$ cat config.mk
export PLATFORM = sky130hd
export DESIGN_NAME = quad_encoder_emulator
export DESIGN_NICKNAME = d
export VERILOG_FILES = /design/src/rtl/quad_encoder_emulator.sv
export SDC_FILE = /design/constraint.sdc
export NUM_CORES = 1
export LEC_CHECK = 0
export ABC_CLOCK_PERIOD_IN_PS = 2800
export CAP_MARGIN = 0
export CORE_ASPECT_RATIO = 1.1
export CORE_MARGIN = 2
export CORE_UTILIZATION = 47
export CTS_BUF_LIST = sky130_fd_sc_hd__clkbuf_4
export DETAILED_ROUTE_END_ITERATION = 12
export PLACE_DENSITY_LB_ADDON = 0.1
export SLEW_MARGIN = 20
export SYNTH_ARGS = -nofsm -noshare
export SYNTH_HDL_FRONTEND = slang
export SYNTH_SLANG_ARGS = --single-unit
$ cat constraint.sdc
create_clock -name clk_10k -period 2.8 [get_ports clk_10k]
set_input_delay 0.56 -clock clk_10k [delete_from_list [all_inputs] [get_ports clk_10k]]
set_output_delay 0.56 -clock clk_10k [all_outputs]
set_load 0.03 [all_outputs]
$ cat src/rtl/quad_encoder_emulator.sv
// -----------------------------------------------------------------------------
// quad_encoder_emulator
//
// Emulates a rotary encoder turning a commanded number of detents. For every
// detent it walks the quadrature state enc_out through a 4-phase Gray sequence
// and returns to the rest state 2'b11:
//    cw : 11 -> 01 -> 00 -> 10 -> 11
//    ccw: 11 -> 10 -> 00 -> 01 -> 11
// Each phase is held PHASE_TICKS clocks. A mirror position counter (0..MAX_COUNT,
// wrapping) is updated on the same edge that re-enters 11.
//
// Parameters
//    PHASE_TICKS  clocks per quadrature state, 1..255
//    MAX_COUNT    highest position value before wrap
//
// Ports
//    clk_10k    in   system clock, rising edge
//    rst        in   asynchronous reset, active low
//    cmd_valid  in   command request
//    cmd_dir    in   1 = cw, 0 = ccw (sampled on accept)
//    cmd_steps  in   number of detents 0..1023 (sampled on accept)
//    cmd_ready  out  high in IDLE only
//    enc_out    out  registered quadrature state, rest = 2'b11
//    busy       out  high from accept until completion
//    done       out  one-cycle completion pulse
//    position   out  mirror detent counter 0..MAX_COUNT
// -----------------------------------------------------------------------------
module quad_encoder_emulator #(
   parameter int PHASE_TICKS = 5,
   parameter int MAX_COUNT   = 999
) (
   input  logic        clk_10k,
   input  logic        rst,
   input  logic        cmd_valid,
   input  logic        cmd_dir,
   input  logic [9:0]  cmd_steps,
   output logic        cmd_ready,
   output logic [1:0]  enc_out,
   output logic        busy,
   output logic        done,
   output logic [15:0] position
);

   typedef enum logic [1:0] {
      ST_IDLE   = 2'd0,
      ST_RUN    = 2'd1,
      ST_FINISH = 2'd2
   } state_t;

   localparam logic [7:0]  TICK_LAST = 8'(PHASE_TICKS - 1);
   localparam logic [15:0] POS_MAX   = 16'(MAX_COUNT);

   state_t      state_q, state_d;
   logic [7:0]  tick_q, tick_d;
   logic [1:0]  phase_q, phase_d;        // 0..2 = non-rest phases, 3 = rest (11)
   logic [9:0]  remaining_q, remaining_d;
   logic        dir_q, dir_d;
   logic [1:0]  enc_q, enc_d;
   logic [15:0] pos_q, pos_d;
   logic        busy_q, busy_d;
   logic        done_q, done_d;
   logic        ready_q, ready_d;

   // Quadrature code for phase index within a detent.
   function automatic logic [1:0] phase_code(input logic dir, input logic [1:0] idx);
      logic [1:0] code;
      case (idx)
         2'd0:    code = dir ? 2'b01 : 2'b10;
         2'd1:    code = 2'b00;
         2'd2:    code = dir ? 2'b10 : 2'b01;
         default: code = 2'b11;
      endcase
      return code;
   endfunction

   // Wrapping position step.
   function automatic logic [15:0] next_pos(input logic dir, input logic [15:0] pos);
      logic [15:0] res;
      if (dir) res = (pos >= POS_MAX) ? 16'd0 : pos + 16'd1;
      else     res = (pos == 16'd0) ? POS_MAX : pos - 16'd1;
      return res;
   endfunction

   always_comb begin
      state_d     = state_q;
      tick_d      = tick_q;
      phase_d     = phase_q;
      remaining_d = remaining_q;
      dir_d       = dir_q;
      enc_d       = enc_q;
      pos_d       = pos_q;
      busy_d      = busy_q;
      done_d      = done_q;
      ready_d     = ready_q;

      case (state_q)
         ST_IDLE: begin
            if (cmd_valid) begin
               dir_d       = cmd_dir;
               remaining_d = cmd_steps;
               tick_d      = 8'd0;
               phase_d     = 2'd0;
               busy_d      = 1'b1;
               ready_d     = 1'b0;
               if (cmd_steps == 10'd0) begin
                  state_d = ST_FINISH;
               end else begin
                  state_d = ST_RUN;
                  enc_d   = phase_code(cmd_dir, 2'd0);
               end
            end
         end

         ST_RUN: begin
            if (tick_q == TICK_LAST) begin
               tick_d = 8'd0;
               if (phase_q != 2'd3) begin
                  phase_d = phase_q + 2'd1;
                  enc_d   = phase_code(dir_q, phase_q + 2'd1);
                  // Re-entering rest completes the detent.
                  if (phase_q == 2'd2) begin
                     pos_d       = next_pos(dir_q, pos_q);
                     remaining_d = remaining_q - 10'd1;
                  end
               end else if (remaining_q != 10'd0) begin
                  phase_d = 2'd0;
                  enc_d   = phase_code(dir_q, 2'd0);
               end else begin
                  state_d = ST_FINISH;
                  done_d  = 1'b1;
               end
            end else begin
               tick_d = tick_q + 8'd1;
            end
         end

         ST_FINISH: begin
            // A run enters FINISH with done already raised; a zero-step
            // command arrives with done low and raises it here first.
            if (done_q) begin
               done_d  = 1'b0;
               busy_d  = 1'b0;
               ready_d = 1'b1;
               state_d = ST_IDLE;
            end else begin
               done_d = 1'b1;
            end
         end

         default: begin
            state_d = ST_IDLE;
         end
      endcase
   end

   always_ff @(posedge clk_10k or negedge rst) begin
      if (!rst) begin
         state_q     <= ST_IDLE;
         tick_q      <= 8'd0;
         phase_q     <= 2'd0;
         remaining_q <= 10'd0;
         dir_q       <= 1'b0;
         enc_q       <= 2'b11;
         pos_q       <= 16'd0;
         busy_q      <= 1'b0;
         done_q      <= 1'b0;
         ready_q     <= 1'b1;
      end else begin
         state_q     <= state_d;
         tick_q      <= tick_d;
         phase_q     <= phase_d;
         remaining_q <= remaining_d;
         dir_q       <= dir_d;
         enc_q       <= enc_d;
         pos_q       <= pos_d;
         busy_q      <= busy_d;
         done_q      <= done_d;
         ready_q     <= ready_d;
      end
   end

   assign cmd_ready = ready_q;
   assign enc_out   = enc_q;
   assign busy      = busy_q;
   assign done      = done_q;
   assign position  = pos_q;

endmodule

==> metrics.csv <==
metric,value,unit
cp-endpoint,position[3],
period_needed,2.32,ns
synth_area,2950,um^2
wl_per_cell,15.3,um
cts_resized,0,
area_growth,15.9,%
worstPathArrival,1.76,ns
fin_crit_sh,82.9,%
synth_warnings,0,
p_per_area,974,nW/um^2
drive_gt1_share,8.18,%
drt_iter0_drc,112,
fin_tns_setup,0,ns
path_clk_slew,0.13,ns
cts_tree,done,
dieWidth,79.5,um
yosys.area_share.xor_xnor,0.892,%
antenna_left,0,
grt_pass1_wl,12500,um
cts_root_buf,clkbuf_4,
port_buffers,34,
worstMarginPinSlew,0.682,ns
synthSimpleGateAreaFrac,24.7,%
holdBufCountCts,0,
mostFrequentLayoutCells,"43 x nand2_1, 42 x o21ai_0, 41 x dfrtp_1, 33 x clkdlybuf4s50_1, 28 x nor2_1",
path_max_fanout,15,
crit_path_start,position[3],
initial_core_util,48.1,%
synth_edf_count,0,
maxSlewViolCount,0,
ys_types,62,
critPathMaxStageDelay,0.76,ns
crit_slowest_cell,clkdlybuf4s50_1,
synth_top_family_by_area,compound AO/OA/AOI/OAI gates,
cts.sinks,44,
finalSetupViolCount,0,
rsz0062_at_grt,no,
finalNonFillerCells,471,
vias_per_cell,6.08,
end_kind,output pin,
ff2ff_path_depth,6,
synth-main-ff-cell,dfrtp_1,
clkLatencyLatePin,0.36,ns
cts_max_level,2,
max_slew_margin,54.1,%
synth_top_area_cell,dfrtp_1,
ir_drop,0.000445,V
synthCells,361,
post-route-drc-count,0,
cts_setup_buffers,0,
ys_seq_elements,44,
dieArea,6920,um^2
finalHoldViolations,0,
r2r_end,position[9],
n_antenna_cell,0,
r2r_slack,0.51,ns
syn_nets,385,
p_leak,1.34,nW
ys_seq_area_share,37.5,%
hp-class,in -> async,
startpoint_type,flip-flop,
postSynthAreaPerCell,8.16,um^2
synthAdderAreaFrac,4.25,%
skew,0.0109,ns
synth_mux_area_share,0.722,%
finish.utilization,55.8,%
status,completed,
cp.depth,1,
fin_nets,414,
final_common_cell,nand2_1,
synth.area.top_cells,"dfrtp_1 35%, o21ai_0 7.1%, nand2_1 5.5%",
grt.total_usage,22.5,%
critPathRequiredTime,2.24,ns
worstSetupPathType,reg -> out,
hpwlAfterDp,5280,um
gr-total-overflow,0,
fp.dieH,87.0,um
core_region_area,6120,um^2
drt_pre_antenna_iters,5,
rr_startpoint,phase_q[0],
gp_congestion,0.928,
cts_buffers,5,
path_cells,clkdlybuf4s50_1,
max_cap_violations,0,
grt_max_degree,27,
num_rows,30,
boundaryPins,35,
dp_cells,463,
routed-via-count,2862,
yosysTopAreaCellShare,34.8,%
antenna_found_initial,0,
first_global_vias,2614,
fillers,576,
postSynth.asyncResetShare,100,%
wl,7190,um
cts_buffer_depth,2,
critPathTopFamily,buffers and inverters,
worst-path-buf-inv,1,
synth_compound_area_share,26.1,%
timing.fmax,431,MHz
==> sequential cells by signal, summed over array words and instances, names as in the netlist <==
signal       count
cmd_ready        1
tick_q           8
phase_q          2
position        16
enc_out          2
busy             1
remaining_q     10
state_q          2
done             1
dir_q            1
==> where the power goes <==
group	switching, mW	internal, mW
clock	0.214	0.197
combinational	1.02	0.727
sequential	0.324	0.844
==> worst min path at each step <==
stage	from	slack [ns]	end
final	rst	0.13	position[10]
after global routing	rst	0.13	position[10]
after CTS	rst	0.13	position[6]
after detailed placement	enc_out[1]	0.49	enc_out[1]
after global placement	enc_out[1]	0.47	enc_out[1]
after floorplan	rst	0.26	busy
==> Yosys cell counts, types with 5 or more instances <==
library cell and instances:
nand2_1 43, o21ai_0 42, dfrtp_1 41, nor2_1 28
a21oi_1 25, nor3_1 20, inv_1 19, nand3_1 13
clkbuf_1 12, ha_1 10, nor4_1 7, o22ai_1 7
a31oi_1 6, o211ai_1 6, nand4_1 5
==> kinds of logic (layout without fill, tap and decap cells) <==
logic type / after synthesis / in the layout
AND/OR/NAND/NOR: 143 / 143
AO/OA/AOI/OAI: 121 / 121
flip-flops: 44 / 44
buffers and inverters: 38 / 68
adder cells (fa/ha/maj): 10 / 10
XOR/XNOR: 3 / 3
multiplexers: 2 / 2
==> per-stage QoR <==
step	area, um^2	power, mW	hold slack, ns	worst slack [ns]
3_5_place_dp	3330	2.92	0.487	0.221
4_1_cts	3410	3.34	0.129	0.483
6_report	3410	3.33	0.129	0.478
5_1_grt	3410	3.64	0.130	0.310
2_1_floorplan	2950	2.42	0.264	0.549
3_3_place_gp	3330	2.89	0.468	0.269
==> per-layer routing <==
| metal | routed length [um] | global-route usage [%] | up-vias |
|---|---|---|---|
| li1 | - | - | 1399 |
| met1 | 3070 | 27.9 | 1378 |
| met2 | 3760 | 40.6 | 76 |
| met3 | 268 | 3.63 | 9 |
| met4 | 97 | 5.80 | 0 |
| met5 | 0 | 0 | - |
==> cell type report <==
cell class              count  area, um^2  area share (%)
well taps                  80         100            2.93
repair buffers             41         388            11.4
clock buffers               6        45.0            1.32
inverters                  19        71.3            2.09
flip-flops and latches     44        1100            32.4
multi-input cells         279        1670            48.9
clock inverters             2        35.0            1.03
(Power assumes the default switching activity.)
